## src/rtl/mem_port_sequencer.sv

```systemverilog
// mem_port_sequencer
//   Shares the single memory port between three requesters: instruction
//   fetch, data load/store and exception vector read. A winner is picked in
//   IDLE with fixed priority exc > data > fetch. The access is held for
//   MEM_LATENCY cycles and finished with a one-cycle ack to the winner.
//   Sits between the main control FSM and the memory/address-mux datapath.
//
// Parameters
//   MEM_LATENCY  cycles address/mem_wr are held stable per access (1..15)
//   CNT_W        latency counter width, 2**CNT_W > MEM_LATENCY
//
// Ports
//   clk        in   system clock, rising edge
//   reset_n    in   asynchronous active-low reset
//   req_fetch  in   fetch request, level, held until ack_fetch
//   req_data   in   data request, level, held until ack_data
//   data_wr    in   1=store, 0=load, sampled when data is granted
//   req_exc    in   exception vector read request, held until ack_exc
//   addr_sel   out  address mux select: 00 PC, 01 ALUOut, 10 exc vector
//   mem_wr     out  memory write enable (ACCESS phase of a store only)
//   grant      out  one-hot owner {exc,data,fetch}, 000 when idle
//   ack_fetch  out  one-cycle completion pulse for fetch
//   ack_data   out  one-cycle completion pulse for data
//   ack_exc    out  one-cycle completion pulse for exception read
//   busy       out  high whenever the sequencer is not idle
module mem_port_sequencer #(
    parameter int MEM_LATENCY = 2,
    parameter int CNT_W       = 4
) (
    input  logic       clk,
    input  logic       reset_n,
    input  logic       req_fetch,
    input  logic       req_data,
    input  logic       data_wr,
    input  logic       req_exc,
    output logic [1:0] addr_sel,
    output logic       mem_wr,
    output logic [2:0] grant,
    output logic       ack_fetch,
    output logic       ack_data,
    output logic       ack_exc,
    output logic       busy
);

    typedef enum logic [1:0] {
        ST_IDLE   = 2'b00,
        ST_ACCESS = 2'b01,
        ST_ACK    = 2'b10
    } state_t;

    localparam logic [CNT_W-1:0] CNT_LOAD = CNT_W'(MEM_LATENCY - 1);

    // Mux legs and one-hot owner codes, bit order {exc,data,fetch}.
    localparam logic [1:0] SEL_PC  = 2'b00;
    localparam logic [1:0] SEL_ALU = 2'b01;
    localparam logic [1:0] SEL_EXC = 2'b10;
    localparam logic [2:0] OWN_FETCH = 3'b001;
    localparam logic [2:0] OWN_DATA  = 3'b010;
    localparam logic [2:0] OWN_EXC   = 3'b100;

    state_t           state_reg, state_next;
    logic [CNT_W-1:0] cnt_reg, cnt_next;
    logic [2:0]       grant_reg, grant_next;
    logic [1:0]       addr_sel_reg, addr_sel_next;
    logic             wr_reg, wr_next;
    logic             ack_phase;
    logic [2:0]       ack_vec;

    always_ff @(posedge clk or negedge reset_n) begin
        if (!reset_n) begin
            state_reg    <= ST_IDLE;
            cnt_reg      <= '0;
            grant_reg    <= 3'b000;
            addr_sel_reg <= SEL_PC;
            wr_reg       <= 1'b0;
        end else begin
            state_reg    <= state_next;
            cnt_reg      <= cnt_next;
            grant_reg    <= grant_next;
            addr_sel_reg <= addr_sel_next;
            wr_reg       <= wr_next;
        end
    end

    always_comb begin
        state_next    = state_reg;
        cnt_next      = cnt_reg;
        grant_next    = grant_reg;
        addr_sel_next = addr_sel_reg;
        wr_next       = wr_reg;
        addr_sel      = addr_sel_reg;
        grant         = grant_reg;
        mem_wr        = 1'b0;
        ack_phase     = 1'b0;
        busy          = 1'b1;

        case (state_reg)
            ST_IDLE: begin
                busy  = 1'b0;
                grant = 3'b000;
                // Arbitration only happens here, so a request arriving
                // mid-access simply waits for the next IDLE cycle.
                if (req_exc) begin
                    grant_next    = OWN_EXC;
                    addr_sel_next = SEL_EXC;
                    wr_next       = 1'b0;
                end else if (req_data) begin
                    grant_next    = OWN_DATA;
                    addr_sel_next = SEL_ALU;
                    wr_next       = data_wr;
                end else if (req_fetch) begin
                    grant_next    = OWN_FETCH;
                    addr_sel_next = SEL_PC;
                    wr_next       = 1'b0;
                end
                if (req_exc || req_data || req_fetch) begin
                    cnt_next   = CNT_LOAD;
                    state_next = ST_ACCESS;
                end
            end
            ST_ACCESS: begin
                // The write latch is only ever set for a data store, so
                // fetch and exception reads never write.
                mem_wr = wr_reg;
                if (cnt_reg != '0) begin
                    cnt_next = cnt_reg - CNT_W'(1);
                end else begin
                    state_next = ST_ACK;
                end
            end
            ST_ACK: begin
                ack_phase  = 1'b1;
                state_next = ST_IDLE;
                grant_next = 3'b000;
                wr_next    = 1'b0;
            end
            default: begin
                // Illegal encoding: present reset-valued outputs and recover.
                addr_sel      = SEL_PC;
                grant         = 3'b000;
                busy          = 1'b0;
                state_next    = ST_IDLE;
                cnt_next      = '0;
                grant_next    = 3'b000;
                addr_sel_next = SEL_PC;
                wr_next       = 1'b0;
            end
        endcase
    end

    // Each ack bit follows the matching grant bit during the ACK phase.
    for (genvar gi = 0; gi < 3; gi++) begin : g_ack
        assign ack_vec[gi] = ack_phase & grant_reg[gi];
    end

    assign ack_fetch = ack_vec[0];
    assign ack_data  = ack_vec[1];
    assign ack_exc   = ack_vec[2];

endmodule

```

## config.mk

```make
export PLATFORM = sky130hd
export DESIGN_NAME = mem_port_sequencer
export DESIGN_NICKNAME = d
export VERILOG_FILES = /design/src/rtl/mem_port_sequencer.sv
export SDC_FILE = /design/constraint.sdc
export NUM_CORES = 1
export LEC_CHECK = 0
export CORE_AREA = 2 2 42 44
export DETAILED_ROUTE_END_ITERATION = 16
export DIE_AREA = 0 0 44 46
export PLACE_DENSITY = 0.86
export SLEW_MARGIN = 40
export SYNTH_ARGS = -nofsm -noshare
export SYNTH_HDL_FRONTEND = slang
export SYNTH_SLANG_ARGS = --single-unit
```

## constraint.sdc

```tcl
create_clock -name clk -period 2.4 [get_ports clk]
set_clock_uncertainty 0.05 [all_clocks]
set_input_delay 0.6 -clock clk [delete_from_list [all_inputs] [get_ports clk]]
set_output_delay 0.6 -clock clk [all_outputs]
set_load 0.005 [all_outputs]
```

# ---- Word-level counts from Yosys, hierarchy flattened
# Cells that the tools add are included.
dict set report totals {
  register_bits 12
  latchBits 0
  romBits 0
  ramBits 0
  in_bits 6
  memories 0
  word_cells 51
}
dict set report op_classes {
  n_eq_ne 6
  mux 23
  shift 0
  bitwise_logic 6
  n_mul 0
  order_cmp 0
  add_sub_neg 1
  n_reduce_logical 10
  div_mod_pow 0
}
# op count
set ops {}
lappend ops {{two-way mux 2 bit} 6}
lappend ops {{two-way mux 3 bit} 4}
lappend ops {{one-hot mux 4 bit (3 select lines)} 1}
lappend ops {{two-way mux 4 bit} 2}
lappend ops {{one-hot mux 2 bit (2 select lines)} 2}
lappend ops {{two-way mux 1 bit} 6}
lappend ops {{!= test 2 bit (second input constant)} 3}
lappend ops {{one-hot mux 3 bit (2 select lines)} 1}
lappend ops {{AND reduction 2 bit} 3}
lappend ops {{!= test 4 bit (second input constant)} 1}
lappend ops {{nonzero test 4 bit} 1}
lappend ops {{subtractor 4 x 1 -> 4 bit (second input constant)} 1}
lappend ops {{bitwise AND 1 bit} 3}
lappend ops {{inverter 1 bit} 3}
lappend ops {{AND reduction 3 bit} 1}
lappend ops {{OR reduction 3 bit} 1}
lappend ops {{equality test 2 x 1 -> 1 bit (second input constant)} 1}
lappend ops {{equality test 2 bit (second input constant)} 1}
lappend ops {{logical NOT 2 bit} 1}
lappend ops {{logical OR 1 bit} 2}
lappend ops {{one-hot mux 1 bit (2 select lines)} 1}
lappend ops {{OR reduction 2 bit} 1}

# ---- Longest topological paths before layout
dict set report depth {
  word_depth 4
  mapped_depth 6
  ltp_nobuf 5
}

# ---- Least setup slack after synthesis
# Ideal clock, no wire load.
dict set report synth_timing {
  path_kind {flip-flop to output port}
  from {register state_reg[1]}
  to {output port mem_wr}
  path_slack_ns 0.652
  n_path_buf 1
  stages_incl_launch_ff 5
  arrival_ns 1.098
  required_ns 1.750
  cell_sequence {dfrtp_1 > inv_1 > ha_1 > clkbuf_1 > and2_1}
}
dict set report synth_between {
  elab_chain_len 2
}
# element line_no
set synth_rtl {}
lappend synth_rtl {{from (decl)} 61} ;# state_t state_reg, state_next;
lappend synth_rtl {{from (signal assigned)} 77} ;# state_reg <= state_next;
lappend synth_rtl {{equality test 2 x 1 -> 1 bit} 97} ;# case (state_reg)
lappend synth_rtl {{two-way mux 1 bit} 97}
lappend synth_rtl {{to (decl)} 37} ;# output logic mem_wr,
# No other way between the ends.

# ---- Final worst setup path
dict set report layout_timing {
  from {register state_reg[1]}
  to {output port grant[2]}
}
dict set report layout_between {
  elab_chain_len 3
  word_cells_on_any_way 4
}
# element line_no
set layout_rtl {}
lappend layout_rtl {{equality test 2 x 1 -> 1 bit / equality test 2 bit (equally long branches)} 97}
lappend layout_rtl {{OR reduction 2 bit (no source line) (*)} n/a}
lappend layout_rtl {{two-way mux 3 bit (*)} 97}
lappend layout_rtl {{to (decl)} 38} ;# output logic [2:0] grant,
# Every way passes the cells marked *; elsewhere a longest branch is shown, timed or not.

==> summary.md <==
| Metric | Value |
|---|---|
| H-tree depth | `1` |
| Reg2reg start | `state_reg[1]` |
| Global Route Usage Sum | `16.6%` |
| Post-layout min period | `2.36 ns` |
| Sequential share of power | `31.8%` |
| Final period util | `98.5%` |
| Total iterations of the first detailed-routing run | `4` |
| Worst-margin pin slew | `0.536 ns` |
| Average cell area after synthesis | `9.60 um^2` |
| Total power | `0.00111 W` |
| # setup viols final | `0` |
| Max_cap viols | `0` |
| Startpoint Class | `flop` |
| Worst slew margin | `64.2%` |
| IO Count | `16` |
| Crit path max fanout | `8` |
| Iteration-0 DRC Markers | `12` |
| Clock tree buffer depth | `2` |
| Share of cells above drive strength 1 | `12.6%` |
| Num rows | `15` |
| Synthesis-stage register bit count | `12` |
| Worst EP required | `1.75 ns` |
| CTS tree | `built` |
| Die Area | `2020 um^2` |
| WS Path Type | `reg2out` |
| NumNets Final | `109` |
| Worst-path clk slew | `0.08 ns` |
| Die height | `46 um` |
| Reg area | `300 um^2` |
| Synth cell count leaders | `dfrtp_1 (12), o21ai_0 (11), and2_1 (7)` |
| Post-Layout Cell Count | `112` |
| CP arrival | `1.71 ns` |
| Vias | `606` |
| Synth top area share | `41.2%` |
| Fmax | `423 MHz` |
| Max Slew Vio Count | `0` |
| Highest ir drop seen on vdd | `0.526 mV` |
| DIE WIDTH | `44 um` |
| Inserted Clock Buffers | `3` |
| Ys flop type | `dfrtp_1` |
| Post-Syn Area | `729 um^2` |
| Cts-stage hold buffer count | `0` |
| P_sw | `0.000424 W` |
| CP endpoint kind | `output port` |
| Net Sw Frac | `38.1%` |
| Routed wire length | `1520 um` |
| Clk Latency, worst-skew pair | `0.28 ns` |
| EDFF count, synth | `0` |
| TNS Setup | `0 ns` |
| Internal Pwr Total | `0.000689 W` |
| Routed WL per cell | `13.5 um` |
| ANT cells | `0` |
| Via-per-instance ratio | `5.41` |
| Port bufs | `15` |
| DRC | `0` |
| GRT overflow | `0` |
| DP Cell Count | `108` |
| Post-synthesis sequential area ratio | `41.2%` |
| Clock sink count | `12` |
| Multi-input logic area | `420 um^2` |
| Status | `complete, no violations` |
| CP startpoint | `state_reg[1]` |
| Power Density | `1160 nW/um^2` |
| Layout Area Growth over Synthesis | `31.6%` |
| Hold EP | `wr_reg` |
| Worst hold start | `wr_reg` |
| Lkg Pwr | `0.408 nW` |
| Initial cell density of the core | `45.2%` |
| Clock power frac | `11.0%` |
| HPWL Detailed | `1110 um` |
| Worst Hold Class | `reg2reg` |
| Largest net degree at the start of global routing | `13` |
| First-pass GRT wire length | `2400 um` |
| Clock Root Buffer | `clkbuf_4` |
| Hold path depth | `2` |
| Unrepaired setup endpoints after global routing | `true` |
| Logic gate share of total power | `57.2%` |
| Ranking of synthesized cells by area | `dfrtp_1 (41%), ha_1 (10%), o21ai_0 (7.5%), and2_1 (6.0%), nand3b_1 (3.1%)` |
| Syn nets | `88` |
| Final hold violation count | `0` |
| Max reg flops | `4` |
| Filler instances | `139` |
| Synth warnings | `0` |
| Core area | `1610 um^2` |
| Most common cell in the netlist | `dfrtp_1` |
| Initial antenna violation count | `0` |
| Cell variety after synth | `29` |
| R2r setup slk | `0.53 ns` |
| RD Place Congestion | `0.756` |
| Post-route ant nets | `0` |
| Reg2Reg Depth | `6` |
| Post-synthesis async set-or-reset flop share | `100%` |
| Vias in the first global route | `568` |
| Gate Count Post-Synth | `76` |
| FF-to-FF End | `cnt_reg[3]` |
| Largest area contributor in the netlist | `dfrtp_1` |
## layout by cell type, fill, tap and decap left out, types with 2 or more instances in the layout
cell	synthesis	layout
nand3_1	2	2
clkdlybuf4s50_1	0	15
buf_4	1	3
dfrtp_1	12	12
nand2_1	3	3
ha_4	0	2
inv_1	5	5
o21ai_0	11	11
clkbuf_4	0	3
nor2b_1	2	2
o211ai_1	2	2
ha_1	6	4
a21oi_1	4	4
nand3b_1	3	3
and2_1	7	7
nor3b_1	2	2
## worst max path at each step
stage,endpoint,slack [ns],cells after the start
2_1_floorplan,mem_wr,0.65,4
3_3_place_gp,grant[2],0.27,4
3_5_place_dp,grant[2],0.25,4
4_1_cts,grant[2],0.01,4
5_1_grt,grant[0],-0.05,4
6_report,grant[2],0.04,4
## metal layers
metal  global-route usage, %  vias to the layer above  share of wire [%]
met5                       0                        -                  0
met4                    3.64                        0                  0
met3                    5.95                        0                5.1
met2                    27.6                       16                 49
met1                    20.5                      277                 46
li1                        -                      313                  -
## per-stage QoR
stage	hold slack (ns)	utilization, %	setup WS [ns]	area, um^2
5_1_grt	0.491	59.5	-0.0533	960
2_1_floorplan	0.254	-	0.652	729
3_5_place_dp	0.451	56.0	0.255	905
4_1_cts	0.468	58.2	0.00951	940
3_3_place_gp	0.440	56.0	0.270	905
6_report	0.472	59.5	0.0369	960
## power by group through the flow
| stage | clock, W | sequential [W] | combinational, W |
|---|---|---|---|
| 2_1_floorplan | 0 | 0.000336 | 0.000377 |
| 3_3_place_gp | 0 | 0.000351 | 0.000558 |
| 3_5_place_dp | 0 | 0.000355 | 0.000573 |
| 4_1_cts | 0.000125 | 0.000348 | 0.000601 |
| 5_1_grt | 0.000133 | 0.000368 | 0.000713 |
| 6_report | 0.000122 | 0.000354 | 0.000636 |
## repair_timing
item	4_1_cts	5_1_grt
setup buffers	1	0
pin swaps	0	0
resized for setup	2	2
setup endpoints to repair	6	3
cloned	0	0
## worst max-delay path, stage by stage, from the launching register on
cell and delay (ns):
dfrtp_1 0.41, inv_1 0.12, ha_4 0.32, and2_1 0.12, clkdlybuf4s50_1 0.49
## cell families (layout without fill, tap and decap cells)
logic type	after synthesis	in the layout	synth area share [%]
compound gates	22	22	18.0
mux	1	1	1.54
flops	12	12	41.2
fa+ha+maj	6	6	10.3
buf+inv	8	27	4.63
simple gates	27	27	24.4
## layout make-up
type | count | share of cell area [%]
multi-input cells | 56 | 43.8
flip-flops and latches | 12 | 31.3
repair buffers | 18 | 18.0
clock buffers | 3 | 2.35
inverters | 6 | 2.35
well taps | 17 | 2.22
(Power assumes the default switching activity.)
